`src/rtl/fm_phase_inc_gen.sv`:
```
// fm_phase_inc_gen: scales audio by a deviation gain, adds the carrier increment and hands a clamped increment to the DDS on its enable strobe.
// Define FM_DITHER_EN to add 4-bit LFSR dither to the increment before the clamp.
module fm_phase_inc_gen #(
    parameter int NBITS_PHASE = 13,
    parameter int GAIN_SHIFT  = 8,
    parameter int CLKDIV      = 32
) (
    input  logic               clock,
    input  logic               reset,
    input  logic [31:0]        carrier_inc,
    input  logic [15:0]        dev_gain,
    input  logic signed [15:0] audio_in,
    input  logic               audio_valid,
    output logic               audio_ready,
    output logic               enableclk,
    output logic [31:0]        phaseinc,
    output logic               overflow
);
    localparam int DW = $clog2(CLKDIV);
    localparam logic signed [33:0] PMAX = (34'sd1 <<< NBITS_PHASE) - 34'sd1;
    typedef enum logic [1:0] {IDLE, MULT, ADD, WAIT_EN} state_t;
    state_t state;
    logic [DW-1:0] div;
    logic [15:0] gain;
    logic [3:0] step;
    logic signed [32:0] acc, mcand, scaled;
    logic signed [33:0] sum;
    logic [NBITS_PHASE-1:0] result, clamped;
    logic sat;
    always_ff @(posedge clock) begin
        if (reset) begin
            div       <= '0;
            enableclk <= 1'b0;
        end else begin
            div       <= (div == DW'(CLKDIV - 1)) ? '0 : div + DW'(1);
            enableclk <= (div == DW'(CLKDIV - 1));
        end
    end
    assign scaled = acc >>> GAIN_SHIFT;
`ifdef FM_DITHER_EN
    logic [15:0] lfsr;
    always_ff @(posedge clock) begin
        if (reset)
            lfsr <= 16'hACE1;
        else if (enableclk)
            lfsr <= {1'b0, lfsr[15:1]} ^ (lfsr[0] ? 16'hB400 : 16'h0000);
    end
    assign sum = $signed({2'b00, carrier_inc}) + $signed({scaled[32], scaled}) + $signed({30'd0, lfsr[3:0]});
`else
    assign sum = $signed({2'b00, carrier_inc}) + $signed({scaled[32], scaled});
`endif
    assign sat     = (sum < 0) || (sum > PMAX);
    assign clamped = (sum < 0) ? '0 : (sum > PMAX) ? '1 : sum[NBITS_PHASE-1:0];
    always_ff @(posedge clock) begin
        if (reset) begin
            state       <= IDLE;
            audio_ready <= 1'b0;
            phaseinc    <= '0;
            overflow    <= 1'b0;
            acc         <= '0;
            mcand       <= '0;
            gain        <= '0;
            step        <= '0;
            result      <= '0;
        end else begin
            case (state)
                IDLE: begin
                    audio_ready <= 1'b1;
                    if (audio_valid && audio_ready) begin
                        mcand       <= {{17{audio_in[15]}}, audio_in};
                        gain        <= dev_gain;
                        acc         <= '0;
                        step        <= '0;
                        audio_ready <= 1'b0;
                        state       <= MULT;
                    end
                end
                MULT: begin
                    // one gain bit per cycle, LSB first
                    if (gain[0])
                        acc <= acc + mcand;
                    mcand <= mcand <<< 1;
                    gain  <= gain >> 1;
                    step  <= step + 4'd1;
                    if (step == 4'd15)
                        state <= ADD;
                end
                ADD: begin
                    result   <= clamped;
                    overflow <= overflow | sat;
                    state    <= WAIT_EN;
                end
                WAIT_EN: begin
                    if (enableclk) begin
                        phaseinc    <= 32'(result);
                        audio_ready <= 1'b1;
                        state       <= IDLE;
                    end
                end
                default: state <= IDLE;
            endcase
        end
    end
endmodule

```
`config.mk`:
```
export PLATFORM = sky130hd
export DESIGN_NAME = fm_phase_inc_gen
export DESIGN_NICKNAME = d
export VERILOG_FILES = /design/src/rtl/fm_phase_inc_gen.sv
export SDC_FILE = /design/constraint.sdc
export NUM_CORES = 1
export LEC_CHECK = 0
export CORE_ASPECT_RATIO = 1.25
export CORE_UTILIZATION = 35
export DETAILED_ROUTE_END_ITERATION = 16
export DONT_BUFFER_PORTS = 1
export GPL_ROUTABILITY_DRIVEN = 0
export SYNTH_ARGS = -nofsm -noshare
export SYNTH_HDL_FRONTEND = slang
export SYNTH_SLANG_ARGS = --single-unit
```
`constraint.sdc`:
```
create_clock -name clock -period 3.9 [get_ports clock]
set_clock_uncertainty 0.1 [all_clocks]
set_input_delay 0.39 -clock clock [delete_from_list [all_inputs] [get_ports clock]]
set_output_delay 0.39 -clock clock [all_outputs]
set_load 0.1 [all_outputs]
```
Word-level counts from Yosys, hierarchy flattened:

Index checks and enable logic that the tools add are counted.
Widths: inputs -> output; s select.

* add/subtract/negate cells: 4
* shifts and indexed selects: 0
* equal/unequal tests: 9
* multiplexer cells: 18
* reductions and logical operators: 11
* divide/modulo/power cells: 0
* $lt $le $gt $ge: 2
* bitwise operators: 1
* multipliers: 0

Operators by type and width (number)
* $pmux 33 s2: 2
* $mux 33: 3
* $add 33x25->34: 1
* $gt 34x14->1 const B: 1
* $lt 34x1->1 const B: 1
* $add 33x33->33: 1
* $pmux 16 s2: 1
* $mux 13: 2
* $mux 16: 1
* $ne 2x2->1 const B: 4
* $pmux 2 s4: 1
* $pmux 4 s2: 1
* $mux 2: 3
* $reduce_and 2->1: 3
* $reduce_and 3->1: 2
* $add 5x1->5 const B: 1
* $eq 5x5->1 const B: 1
* $add 4x1->4 const B: 1
* $eq 2x2->1 const B: 2
* $eq 4x4->1 const B: 1
* $mux 4: 1
* $reduce_bool 2->1: 2
* $eq 2x1->1 const B: 1
* $logic_not 2->1: 1
* 6 further kinds: 7

* output and inout bits: 35
* bits in registers: 122
* ROM bits: 0
* memories: 0
* latch bits: 0
* logic and storage cells: 56
* bits in writable memories: 0
* bits of input ports: 67

Depth between registers and ports, before layout:

* depth after elaboration: 4
* mapped depth: 14
* mapped depth without buffers: 14

Worst setup path before layout:

OpenSTA, ideal clock, no wires.

* path type: input to register
* from: input carrier_inc[8]
* to: register overflow
* required time: 3720 ps
* arrival: 3153 ps
* setup time: 80 ps
* path slack: 567 ps
* stages: 12
* path buffers: 0
* cell sequence: ha_1 -> a21o_1 -> a2111o_1 -> a31o_1 -> a2111o_1 -> nand2_1 -> mux2_2 -> o211ai_1 -> nor4_4 -> a31oi_1 -> nor2_2 -> a211oi_2

* longest elaborated chain between the ends: 4
* elaborated cells between the ends (all ways): 5
* classes of those cells: add/sub: 1; order compare: 2; bitwise: 1; reduce/logical: 1

Ends and longest elaborated chain
* from (decl): line 10 `input logic [31:0] carrier_inc,`
* $add 33x25->34 *: line 50 `assign sum = $signed({2'b00, carrier_inc}) + $signed({scaled[32], scaled});`
* $lt 34x1->1 / $gt 34x14->1 (equally long branches): line 52 `assign sat = (sum < 0) || (sum > PMAX);`
* $logic_or 1x1->1 *: line 52
* $or 1x1->1 *: line 90 `overflow <= overflow | sat;`
* to (signal assigned): line 90
* to (decl): line 17 `output logic overflow`

Every way passes the cells marked *; elsewhere a longest branch is shown, timed or not.
A chain may end at the register's enable or synchronous reset.

Worst setup path in the final report:

* from: register acc[16]
* to: register result[4]

* longest elaborated chain between the ends: 4
* elaborated cells between the ends (all ways): 5
* classes of those cells: add/sub: 1; order compare: 2; mux: 2

Ends and longest elaborated chain
* from (decl): line 26 `logic signed [32:0] acc, mcand, scaled;`
* from (signal assigned): line 81 `acc <= acc + mcand;`
* $add 33x25->34 *: line 50
* $gt 34x14->1: line 53 `assign clamped = (sum < 0) ? '0 : (sum > PMAX) ? '1 : sum[NBITS_PHASE-1:0];`
* $mux 13: line 53
* $mux 13 *: line 53
* to (signal assigned): line 89 `result <= clamped;`
* to (decl): line 28 `logic [NBITS_PHASE-1:0] result, clamped;`

Marked as above.

==> impl_metrics.tcl <==
set metrics [dict create \
    status "finished clean" \
    ir_drop_v 0.000295 \
    timing.critical_path.from "acc[16]$_SDFFE_PP0P_" \
    slowest_delay_ps 430 \
    critPathKind "flip-flop to flip-flop" \
    insertion_delay_ps 420 \
    slew_headroom 0.294 \
    finalWirelength_um 21700 \
    cts_max_level 4 \
    cp_num_cells 12 \
    p_sw_mw 1.91 \
    synth_seq_area_share 0.293 \
    max_clock_freq_ghz 0.268 \
    seq_power_share 0.345 \
    die_h_um 175 \
    die_w_um 140 \
    grt_pass1_wl_um 35500 \
    rows 62 \
    wl_per_cell_um 16.5 \
    worstSetupEndpointType "flip-flop" \
    antenna_cells 0 \
    cts_tree "done" \
    swShare 0.376 \
    num_vias 7356 \
    cts-root-buf "clkbuf_16" \
    hp-class "input pin to flip-flop" \
    ys.flop_type "dfxtp_1" \
    start_kind "flip-flop" \
    tightestPinTransition_ps 1060 \
    setup_violations 0 \
    crit_path_cell_trace "ha_1 > a21o_1 > a2111o_1 > a31o_1 > a2111o_1 > a31o_1 > a211oi_1 > o22ai_1 > nor4_4 > nand3_2 > nor3b_1 > a211oi_1" \
    yosysWarnings 0 \
    io_pins 102 \
    gr-total-overflow 0 \
    synth-seq-cells 122 \
    grt_start_max_net_pins 112 \
    final_layout_size_suffix_gt1_frac 0.0654 \
    pwr-share-clk 0.325 \
    start_util 0.360 \
    cts.clk_slew.worst_paths_ps 70 \
    design.die.area_mm2 0.0245 \
    finalSetupTns_ps 0 \
    critPathRequiredTime_ps 4070 \
    clock_sinks 122 \
    drc 0 \
    worstRegToRegCells 12 \
    rsz0062_at_grt "false" \
    drv_slew 0 \
    comb_power_share 0.330 \
    ant_nets 0 \
    power_density_mw_per_mm2 550 \
    core-area_mm2 0.0232 \
    r2r-start "acc[16]$_SDFFE_PP0P_" \
    num-fill-cells 2330 \
    cts_made_buffers 17 \
    final_net_count 1152 \
    synthDistinctLibCells 71 \
    max_cap_viol_count 0 \
    vias_per_cell 5.61 \
    async_reset_ff_frac 0 \
    crit_family "compound AO/OA/AOI/OAI gates" \
    grt_pass1_vias 7016 \
    grt_usage 0.182 \
    use_met1 0.210 \
    p_int_mw 3.16 \
    hold_viol 0 \
    drt_iter0_markers 469 \
    ctsLongestPathBuffers 2 \
    worstReg2RegEnd "result[4]$_SDFFE_PP0P_" \
    hpwlAfterDp_um 16000 \
    critPathBufInv 0 \
    period_share 0.958 \
    synthCells 1031 \
    syn_area_per_cell_um2 8.09 \
    min_period_ps 3730 \
    use_met2 0.321 \
    p_total_mw 5.07 \
    synth_edf_count 0 \
    area_growth_pct 10.5 \
    p_leak_nw 3.95 \
    r2r_slack_ps 170 \
    antenna_found_initial 1 \
    cp.arrival_ps 3900 \
    crit_fanout 8 \
    portBuffers 0 \
    endpoint "result[4]$_SDFFE_PP0P_" \
    first_pass_iters 9 \
    syn_area_mm2 0.00834 \
    busiest_layer "met2" \
    gr-usage-met3 0.0425 \
    post-cts-setup-buffers 0 \
    worst_path_max_delay_cell "a2111o_1" \
]
[flip-flops by register name, summed over array words and instances (netlist names)]
signal,cells
div,5
phaseinc,13
gain,16
enableclk,1
result,13
acc,33
mcand,33
state,2
audio_ready,1
overflow,1
step,4
[routing by layer]
| layer | up-vias | part of all wire |
|---|---|---|
| met5 | - | 0 |
| met3 | 36 | 0.055 |
| met2 | 174 | 0.49 |
| met4 | 0 | 0.027 |
| met1 | 3408 | 0.43 |
| li1 | 3738 | - |
[cells by family after synthesis]
group           count (synthesis)  synth area share
compound gates                333             0.268
xor+xnor                       48            0.0504
fa+ha+maj                      74             0.113
buf+inv                        94            0.0513
flops                         122             0.293
mux                            37            0.0450
other cells                     1          0.000450
simple gates                  322             0.179
[metrics by stage]
stage	utilization	hold WS [ps]	cells	cell area, um2	worst slack, ps
6_report	0.397	18.6	1312	9220	165
2_1_floorplan	-	325	1049	8410	567
5_1_grt	0.397	29.7	1312	9220	6.37
3_3_place_gp	0.368	337	1278	8550	168
4_1_cts	0.397	5.64	1312	9200	104
3_5_place_dp	0.368	342	1278	8550	140
[synth_stat cells (5+ instances only)]
cell type    n  area (um2)
xnor2_1     30         263
nand3_1     18        90.1
o21a_1       8        60.1
buf_1        7        26.3
o21ai_0     39         195
o31ai_1      5        37.5
mux2i_1     33         330
a21oi_1     82         410
a32oi_1      5        43.8
nor2b_1      6        37.5
nand2b_1    18         113
a22oi_1     29         218
a211oi_1    57         428
o21bai_1     5        37.5
ha_1        72         901
clkbuf_1    43         161
a21o_1      34         255
nand2_1     81         304
inv_1       22        82.6
nand4_1      8        50.1
buf_4       19         143
or3_1        6        37.5
nor3_1      19        95.1
nor3b_1      5        37.5
and4_1       5        43.8
xor2_1      18         158
and3_1      11        68.8
o21ai_1     12        60.1
dfxtp_1    122        2440
nor2_1     127         477
o211ai_1     6        45.0
a31oi_1     10        62.6
[how the worst min path moves through the flow]
stage | slack, ps | startpoint | depth (start not counted) | endpoint
final | 20 | dev_gain[15] | 2 | gain[15]$_SDFFE_PP0P_
after global routing | 30 | dev_gain[15] | 2 | gain[15]$_SDFFE_PP0P_
after CTS | 6 | dev_gain[15] | 2 | gain[15]$_SDFFE_PP0P_
after detailed placement | 340 | result[1]$_SDFFE_PP0P_ | 2 | result[1]$_SDFFE_PP0P_
after global placement | 340 | result[12]$_SDFFE_PP0P_ | 2 | phaseinc[12]$_SDFFE_PP0P_
after floorplan | 320 | result[0]$_SDFFE_PP0P_ | 2 | result[0]$_SDFFE_PP0P_
[placed cells by master, fill, tap and decap left out, drive strengths merged, types with 8 or more instances in the layout]
cell type and instances:
xor2 18, clkbuf 18, nand3 19, xnor2 30, dfxtp 122, and3 11, a31oi 11, buf 14
nor3 19, nand2 81, inv 28, o21ai 51, nor2 128, a21o 34, nand2b 18, conb 19
a22oi 29, o21a 8, a211oi 58, mux2i 33, a21oi 84, nand4 8, ha 72
[timing repair]
action / in CTS / in global routing
setup endpoints to repair: 0 / 15
resized for setup: 0 / 5
hold buffers: 2 / 0
endpoints found under the hold margin: 111 / 0
[layout make-up]
cell class | count | area, um2 | area share
Clock inverter | 14 | 185 | 0.0201
Multi-Input combinational cell | 833 | 5580 | 0.606
Tap cell | 288 | 360 | 0.0391
Clock buffer | 18 | 429 | 0.0466
Inverter | 22 | 82.6 | 0.00896
Timing Repair Buffer | 15 | 135 | 0.0147
Sequential cell | 122 | 2440 | 0.265
[power groups by stage]
stage | sequential [mW] | clock, mW | combinational, mW
floorplan | 1.75 | 0 | 1.37
global placement | 1.78 | 0 | 1.63
detailed placement | 1.78 | 0 | 1.66
CTS | 1.76 | 1.68 | 1.69
global route | 1.80 | 1.74 | 1.88
finish | 1.75 | 1.65 | 1.67
Power figures use the tool's default switching activity.
